[config.mk]
export PLATFORM = sky130hd
export DESIGN_NAME = io_seg7_scan
export DESIGN_NICKNAME = d
export VERILOG_FILES = /design/src/rtl/io_pkg.sv /design/src/rtl/seg7_hex_decode.sv /design/src/rtl/io_seg7_scan.sv
export SDC_FILE = /design/constraint.sdc
export NUM_CORES = 1
export LEC_CHECK = 0
export ABC_AREA = 1
export CAP_MARGIN = 20
export CORE_ASPECT_RATIO = 0.75
export CORE_UTILIZATION = 55
export CTS_BUF_LIST = sky130_fd_sc_hd__clkbuf_4 sky130_fd_sc_hd__clkbuf_8 sky130_fd_sc_hd__clkbuf_16
export CTS_CLUSTER_SIZE = 14
export DETAILED_ROUTE_END_ITERATION = 8
export GPL_ROUTABILITY_DRIVEN = 0
export HOLD_SLACK_MARGIN = 0.03
export PLACE_DENSITY = 0.78
export SYNTH_ARGS = -nofsm -noshare
export SYNTH_HDL_FRONTEND = slang
export SYNTH_SLANG_ARGS = --single-unit
[constraint.sdc]
create_clock -name io_clk -period 2.6 [get_ports io_clk]
set_input_delay 0.52 -clock io_clk [delete_from_list [all_inputs] [get_ports io_clk]]
set_output_delay 0.52 -clock io_clk [all_outputs]
set_load 0.02 [all_outputs]
[src/rtl/io_pkg.sv]
// Shared constants and types for the I/O seven-segment scan block.
// Segment codes are active-low {g,f,e,d,c,b,a}.
package io_pkg;

    localparam int NUM_DIGITS = 8;
    localparam int DIG_W      = $clog2(NUM_DIGITS);
    localparam int PORT_W     = 4 * NUM_DIGITS;

    localparam logic [6:0] SEG_BLANK = 7'h7F;

    localparam logic [6:0] HEX_SEG [16] = '{
        7'h40, 7'h79, 7'h24, 7'h30,
        7'h19, 7'h12, 7'h02, 7'h78,
        7'h00, 7'h10, 7'h08, 7'h03,
        7'h46, 7'h21, 7'h06, 7'h0E
    };

    typedef struct packed {
        logic [NUM_DIGITS-1:0] an_n;
        logic [6:0]            seg_n;
        logic                  dp_n;
    } seg_out_t;

    localparam seg_out_t SEG_OUT_OFF = '{
        an_n:  {NUM_DIGITS{1'b1}},
        seg_n: SEG_BLANK,
        dp_n:  1'b1
    };

endpackage

[src/rtl/seg7_hex_decode.sv]
// Combinational nibble to active-low seven-segment decoder.
module seg7_hex_decode
    import io_pkg::*;
(
    input  logic [3:0] i_nib,
    output logic [6:0] o_seg_n
);

    assign o_seg_n = HEX_SEG[i_nib];

endmodule

[src/rtl/io_seg7_scan.sv]
// Eight-digit multiplexed common-anode display driver for out_port0,
// with per-frame snapshot, blank interval and leading-zero blanking.
module io_seg7_scan
    import io_pkg::*;
#(
    parameter int TICK_DIV  = 50000,
    parameter int BLANK_CYC = 16
) (
    input  logic                  io_clk,
    input  logic                  clrn,
    input  logic [PORT_W-1:0]     port_in,
    input  logic [NUM_DIGITS-1:0] dp_in,
    input  logic                  blank_lead,
    output logic [NUM_DIGITS-1:0] an_n,
    output logic [6:0]            seg_n,
    output logic                  dp_n,
    output logic                  frame_tick
);

    localparam int CW = (TICK_DIV > 1) ? $clog2(TICK_DIV) : 1;

    logic [CW-1:0]         r_div_cnt;
    logic [DIG_W-1:0]      r_dig;
    logic [PORT_W-1:0]     r_shadow;
    logic [NUM_DIGITS-1:0] r_dp_shadow;
    logic                  r_init_done;
    logic                  r_frame_tick;
    seg_out_t              r_out;

    logic                  w_digit_tick;
    logic                  w_snap;
    logic                  w_blank_win;
    logic                  w_lead_zero;
    logic [PORT_W-1:0]     w_upper;
    logic [6:0]            w_hex_seg_n;
    seg_out_t              w_out;

    assign w_digit_tick = (r_div_cnt == CW'(TICK_DIV - 1));
    assign w_snap = !r_init_done ||
                    (w_digit_tick && r_dig == DIG_W'(NUM_DIGITS - 1));

    generate
        if (BLANK_CYC == 0) begin : g_noblank
            assign w_blank_win = 1'b0;
        end else begin : g_blank
            assign w_blank_win = (r_div_cnt < CW'(BLANK_CYC));
        end
    endgenerate

    // Current nibble sits at the bottom; the rest is what lies above it.
    assign w_upper = r_shadow >> {r_dig, 2'b00};

    assign w_lead_zero = blank_lead &&
                         (r_dig != '0) &&
                         (w_upper == '0);

    seg7_hex_decode u_dec (
        .i_nib   (w_upper[3:0]),
        .o_seg_n (w_hex_seg_n)
    );

    always_comb begin
        w_out = SEG_OUT_OFF;
        if (!w_blank_win) begin
            w_out.an_n  = ~(NUM_DIGITS'(1) << r_dig);
            w_out.seg_n = w_lead_zero ? SEG_BLANK : w_hex_seg_n;
            w_out.dp_n  = ~r_dp_shadow[r_dig];
        end
    end

    always_ff @(posedge io_clk or negedge clrn) begin
        if (!clrn) begin
            r_div_cnt <= '0;
            r_dig     <= '0;
        end else if (w_digit_tick) begin
            r_div_cnt <= '0;
            r_dig     <= r_dig + DIG_W'(1);
        end else begin
            r_div_cnt <= r_div_cnt + CW'(1);
        end
    end

    always_ff @(posedge io_clk or negedge clrn) begin
        if (!clrn) begin
            r_shadow     <= '0;
            r_dp_shadow  <= '0;
            r_init_done  <= 1'b0;
            r_frame_tick <= 1'b0;
        end else begin
            r_init_done  <= 1'b1;
            r_frame_tick <= w_snap;
            if (w_snap) begin
                r_shadow    <= port_in;
                r_dp_shadow <= dp_in;
            end
        end
    end

    always_ff @(posedge io_clk or negedge clrn) begin
        if (!clrn) begin
            r_out <= SEG_OUT_OFF;
        end else begin
            r_out <= w_out;
        end
    end

    assign an_n       = r_out.an_n;
    assign seg_n      = r_out.seg_n;
    assign dp_n       = r_out.dp_n;
    assign frame_tick = r_frame_tick;

endmodule
==> flow_summary.yaml, run 1 <==
status:
  outcome: "finished clean"
clock_tree:
  cts_inserted_buffers: 9
  clock-sinks: 77
  ctsHtreeMaxLevel: 3
  post_cts_buffers: 0
  path_clk_slew_ps: 90
  cts_tree: "built"
  clkLatencyLatePin_ps: 360
  cts_root_buf: "clkbuf_8"
  clock_path_buffers: 2
  cts_resized: 0
  hold_buffers: 0
timing:
  fin_ws_ps: 353
  rsz0062_at_grt: "false"
  whs_ps: 122
  slew_headroom_pct: 53.5
  tns_ps: 0
  setup_violations: 0
  max_freq_mhz: 445
  slew_viol_final: 0
  final_hold_viol_count: 0
  clock_skew_ps: 10.9
  worstMarginPinSlew_ps: 691
  period_share_pct: 86.4
  finalCriticalPeriod_ps: 2250
synthesis:
  synth_fp_nets: 603
  ys_seq_area_share_pct: 46.4
  synth-edff-count: 0
  synth_commonest_cells: "nand2_1 (193), nand3_1 (74), dfrtp_1 (61), nor2_1 (42), inv_1 (36)"
  synthArstFlopShare_pct: 100
  netlist_instances: 547
  mappedNetlistArea_um2: 4200
  yosys.area.top_type: "dfrtp_1"
  yosysMostFrequentCell: "nand2_1"
  synth_top_area_share_pct: 36.4
  synth_seq_cells: 77
  synth-main-ff-cell: "dfrtp_1"
  synthTopCellsByArea: "dfrtp_1 (36%), nand2_1 (17%), dfstp_2 (10%), nand3_1 (8.8%), ha_1 (3.9%)"
  avgSynthCellArea_um2: 7.68
  yosysWarnings: 0
  synth.distinct_cells: 35
critical_path:
  cp_data_arrival_time_ps: 2550
  cp.required_ps: 2900
  cp-start-kind: "register"
  r2r-end: "seg_n[3]"
  timing.rr.start: "r_dig[0]"
  reg2reg_slack_ps: 350
  worst_setup_path_end_kind: "register"
  criticalPathCategory: "register to register"
  crit_fanout: 29
  rr_worst_depth: 15
min_path:
  hold_path_class: "primary input to asynchronous set/reset pin"
job:
  maxCapViolations: 0
grt:
  grt.total_usage_pct: 28.1
  grt_pass1_wl_um: 16900
  first_global_vias: 3532
  antenna_found_initial: 0
  grt_overflow: 0
  grt_max_degree: 51
floorplan:
  dieArea_um2: 7990
  start_util_pct: 57.0
  die_y_um: 77.7
  rows: 27
  coreArea_um2: 7360
  ioPinCount: 60
  die_w_um: 103
placement:
  placed_area_um2: 4830
  hpwl_um: 7480
  dp_slack_ps: 391
  port_buffers: 59
power_and_ir_drop:
  powerDensity_nw_per_um2: 547
  total_power_uw: 2760
  irDropWorstVdd_uv: 341
  power_leakage_uw: 0.00257
routing:
  route.detailed.drc: 0
  finalWirelength_um: 10100
  avgViaCountPerCell: 5.33
  drtAntennaViolNets: 0
  wl_per_cell_um: 14.3
  drt_pass1_iterations: 5
  first_iter_violations: 226
  num_vias: 3781
finish:
  nets: 659
  antenna_cells: 0
  final_area_um2: 5060
  nFillCells: 630
  syn_to_final_growth_pct: 20.4
  drive_above_1_share_pct: 9.70
==> cells in the final DEF (no fill, tap or decap), types with 7 or more instances in the layout <==
master,netlist,final
ha_1,13,13
dfrtp_1,61,61
o21ai_1,18,18
nand2_1,193,193
a21oi_1,12,12
clkbuf_8,0,9
nor2_1,42,42
nand3_1,74,74
clkdlybuf4s50_1,0,58
buf_4,0,7
nor3_1,7,7
inv_1,36,36
o21ai_0,11,11
dfstp_2,16,16
==> final cells by class <==
type                       count  area, um^2  area share, %
timing repair buffer          67         658           13.0
clock buffer                  10         131           2.60
tap                          101         126           2.50
inverter                      42         160           3.17
clock inverter                 6        93.8           1.86
sequential                    77        1950           38.5
multi-input combinational    406        1940           38.4
==> flip-flops by register name, indices dropped and copies added, names as in the netlist <==
register	count
an_n	8
dp_n	1
frame_tick	1
r_dig	3
r_div_cnt	16
r_dp_shadow	8
r_init_done	1
r_shadow	32
seg_n	7
==> routing by layer <==
layer,track usage (%),wire (um)
met5,0,0
met4,8.45,144
met3,9.01,840
met2,39.9,4440
met1,40.9,4710
==> how the worst max path moves through the flow <==
stage / startpoint / cells past startpoint / to
after global placement: r_dig[0] / 15 / seg_n[4]
after detailed placement: r_dig[0] / 15 / seg_n[3]
after floorplan: r_dig[0] / 18 / seg_n[4]
final: r_dig[0] / 15 / seg_n[3]
after CTS: r_dig[0] / 15 / seg_n[3]
after global routing: r_dig[0] / 15 / seg_n[0]
==> critical path, stage by stage, from the launching register on <==
cell	delay [ps]
dfrtp_1	420
buf_4	250
nand2_1	90
nand2_1	70
o21ai_1	130
nand2_1	70
nand2_1	200
ha_1	240
nand2_1	60
nor2_1	80
o21ai_0	70
nor2_1	110
nand3_1	90
nor2_1	110
nand2_2	110
nand2_1	80
==> through the flow <==
step / instances / utilization [%]
2_1_floorplan: 547 / -
3_3_place_gp: 693 / 65.6
3_5_place_dp: 693 / 65.6
4_1_cts: 709 / 68.7
5_1_grt: 709 / 68.7
6_report: 709 / 68.7
==> where the power goes <==
part           switching (uW)  internal, uW  total, uW
sequential               51.8          1280       1340
combinational             220           177        397
clock                     471           560       1030
total                     743          2020       2760
==> kinds of logic after synthesis <==
kind of cell	share of synthesized area, %
flip-flops	46.4
AND/OR/NAND/NOR	34.8
XOR/XNOR	1.25
AO/OA/AOI/OAI	5.99
other	0.0893
multiplexers	0.238
adder cells (fa/ha/maj)	3.87
buffers and inverters	7.42
(Power assumes the default switching activity.)
==> inputs of run 2 (changes only) <==
--- a/config.mk
+++ b/config.mk
@@ -15,6 +15,7 @@
 export GPL_ROUTABILITY_DRIVEN = 0
 export HOLD_SLACK_MARGIN = 0.03
 export PLACE_DENSITY = 0.78
+export SLEW_MARGIN = 20
 export SYNTH_ARGS = -nofsm -noshare
 export SYNTH_HDL_FRONTEND = slang
 export SYNTH_SLANG_ARGS = --single-unit
==> constraint.sdc (replaced) <==
create_clock -name io_clk -period 2.21 [get_ports io_clk]
set_input_delay 0.442 -clock io_clk [delete_from_list [all_inputs] [get_ports io_clk]]
set_output_delay 0.442 -clock io_clk [all_outputs]
set_load 0.02 [all_outputs]
==> run 2 against run 1 <==
- non-clock buffer count up 9
- core utilization up 1.1 points
- cell count increased by 1.1%
- sequential cell count is the same
- global-route usage increased by 0.083 points
- setup slack worse by 190 ps
- design area rose by 1.6%
- sequential share of layout area decreased by 0.58 points
- total power grew 17%
- register-to-register slack got worse by 190 ps
- first-iteration DRC count up 41%
- critical endpoint is now seg_n[1]
==> flow_summary.yaml, run 2 (same netlist as run 1, synthesis figures left out) <==
placement:
  hpwl_um: 7450
  port_buffers: 59
  place_inst: 699
min_path:
  hold_path_class: "primary input to asynchronous set/reset pin"
status:
  outcome: "finished clean"
finish:
  antenna_cells: 0
  largest_reg_flops: 32
  fin_cells: 717
  top_register: "r_shadow"
  layout_commonest_cell: "nand2_1"
  multi_input_area_um2: 1960
  mostFrequentLayoutCells: "nand2_1 (189), nand3_1 (73), dfrtp_1 (60)"
  nFillCells: 632
  reg_top3: "r_shadow x32, r_div_cnt x16"
  regArea_um2: 1950
  nets: 668
  syn_to_final_growth_pct: 22.4
  drive_above_1_share_pct: 12.0
routing:
  wl_met1_um: 4750
  finalWirelength_um: 10400
  drtAntennaViolNets: 0
  wl_per_cell_um: 14.6
  num_vias: 3890
  first_iter_violations: 319
  maxUsedRoutingLayer: "met4"
  avgViaCountPerCell: 5.43
  drt_pass1_iterations: 5
  wl_met2_um: 4760
  wl_met3_um: 764
  route.detailed.drc: 0
timing:
  slew_viol_final: 0
  slew_headroom_pct: 58.7
  setup_violations: 0
  period_share_pct: 92.6
  max_freq_mhz: 489
  final_hold_viol_count: 0
  finalCriticalPeriod_ps: 2050
  whs_ps: 95.4
  rsz0062_at_grt: "true"
  clock_skew_ps: 7.55
  worstMarginPinSlew_ps: 614
clock_tree:
  hold_buffers: 0
  clkLatencyLatePin_ps: 360
  clock_path_buffers: 2
  path_clk_slew_ps: 80
  cts_root_buf: "clkbuf_8"
  clock-sinks: 77
  cts_tree: "built"
  ctsHtreeMaxLevel: 3
  cts_inserted_buffers: 9
critical_path:
  reg2reg_slack_ps: 160
  cp-start-kind: "register"
  criticalPathCategory: "register to register"
  cp_data_arrival_time_ps: 2340
  worst_setup_path_end_kind: "register"
  cp.required_ps: 2500
  crit_fanout: 22
job:
  maxCapViolations: 0
power_and_ir_drop:
  irDropWorstVdd_uv: 373
  power_leakage_uw: 0.00261
  powerDensity_nw_per_um2: 632
grt:
  grt_pass1_wl_um: 17000
  grt_overflow: 0
  first_global_vias: 3615
  grt_max_degree: 51
  antenna_found_initial: 0
  grt.total_usage_pct: 28.2
floorplan:
  ioPinCount: 60
  rows: 27
  dieArea_um2: 7990
  die_w_um: 103
  coreArea_um2: 7360
  die_y_um: 77.7
  start_util_pct: 57.0
-- run 2: cell types whose count changed in the layout (fill, tap and decap cells not counted) --
cell	previous run	this run
buf_2	1	2
buf_4	7	14
buf_6	0	1
dfrtp_1	61	60
dfrtp_2	0	1
ha_1	13	12
ha_2	0	1
inv_4	1	0
nand2_1	193	189
nand2_2	4	8
nand3_1	74	73
nand3_2	2	3
o21ai_0	11	10
o21ai_1	18	19
-- run 2: critical path, stage by stage (launching register included) --
cell	delay [ps]
dfrtp_2	470
inv_6	170
nand2_1	120
nand3_2	100
nand3_1	70
nand2_1	110
inv_2	60
buf_4	130
ha_1	310
nand3_1	100
nand2_1	60
a21oi_1	210
nand2_2	70
-- run 2: final timing paths --
path,startpoint,endpoint,depth (start not counted)
worst min-delay path,clrn,r_dig[2],1
min in group io_clk,r_div_cnt[0],r_div_cnt[0],1
worst min register to register,r_div_cnt[0],r_div_cnt[0],1
worst max-delay path,r_dig[0],seg_n[1],12
worst max register to register,r_dig[0],seg_n[1],12
max in group asynchronous,clrn,r_dp_shadow[1],2
-- run 2: metrics by stage --
step	worst slack (ps)	total power, uW	setup TNS (ps)	util [%]	cell area (um^2)
final	164	3250	0	69.8	5140
after global routing	-45.7	3390	-210	69.8	5140
after CTS	159	3260	0	69.2	5090
after detailed placement	176	2070	0	66.2	4880
after global placement	237	2050	0	66.2	4880
after floorplan	156	1850	0	-	4200
-- run 2: layer usage --
metal	vias up	track usage (%)
li1	1881	-
met1	1809	40.5
met2	180	42.5
met3	20	6.85
met4	0	7.89
met5	-	0
-- run 2: area by class of cell --
cell class | instances | share of cell area (%)
Clock buffer | 10 | 2.56
Clock inverter | 5 | 1.66
Inverter | 42 | 3.17
Multi-Input combinational cell | 406 | 38.1
Sequential cell | 77 | 37.9
Tap cell | 101 | 2.46
Timing Repair Buffer | 76 | 14.1
-- run 2: timing repair --
item | 4_1_cts | 5_1_grt
buffers inserted | 0 | 2
resized for setup | 0 | 10
setup endpoints to repair | 0 | 7
-- run 2: power breakdown --
part	total, uW	internal, uW	switching, uW	leakage (uW)
sequential	1580	1510	64.8	0.000926
clock	1190	648	541	0.000106
combinational	480	215	265	0.00158
==> inputs of run 3 (changes only) <==
==> constraint.sdc (replaced) <==
create_clock -name io_clk -period 2.21 [get_ports io_clk]
set_input_delay 0.442 -clock io_clk [delete_from_list [all_inputs] [get_ports io_clk]]
set_output_delay 0.442 -clock io_clk [all_outputs]
set_load 0.005 [all_outputs]
==> results of run 3 <==
Same layout as run 2 (identical final DEF). Status: finished clean.
Main changes from that run: total power 3250 uW -> 3220 uW
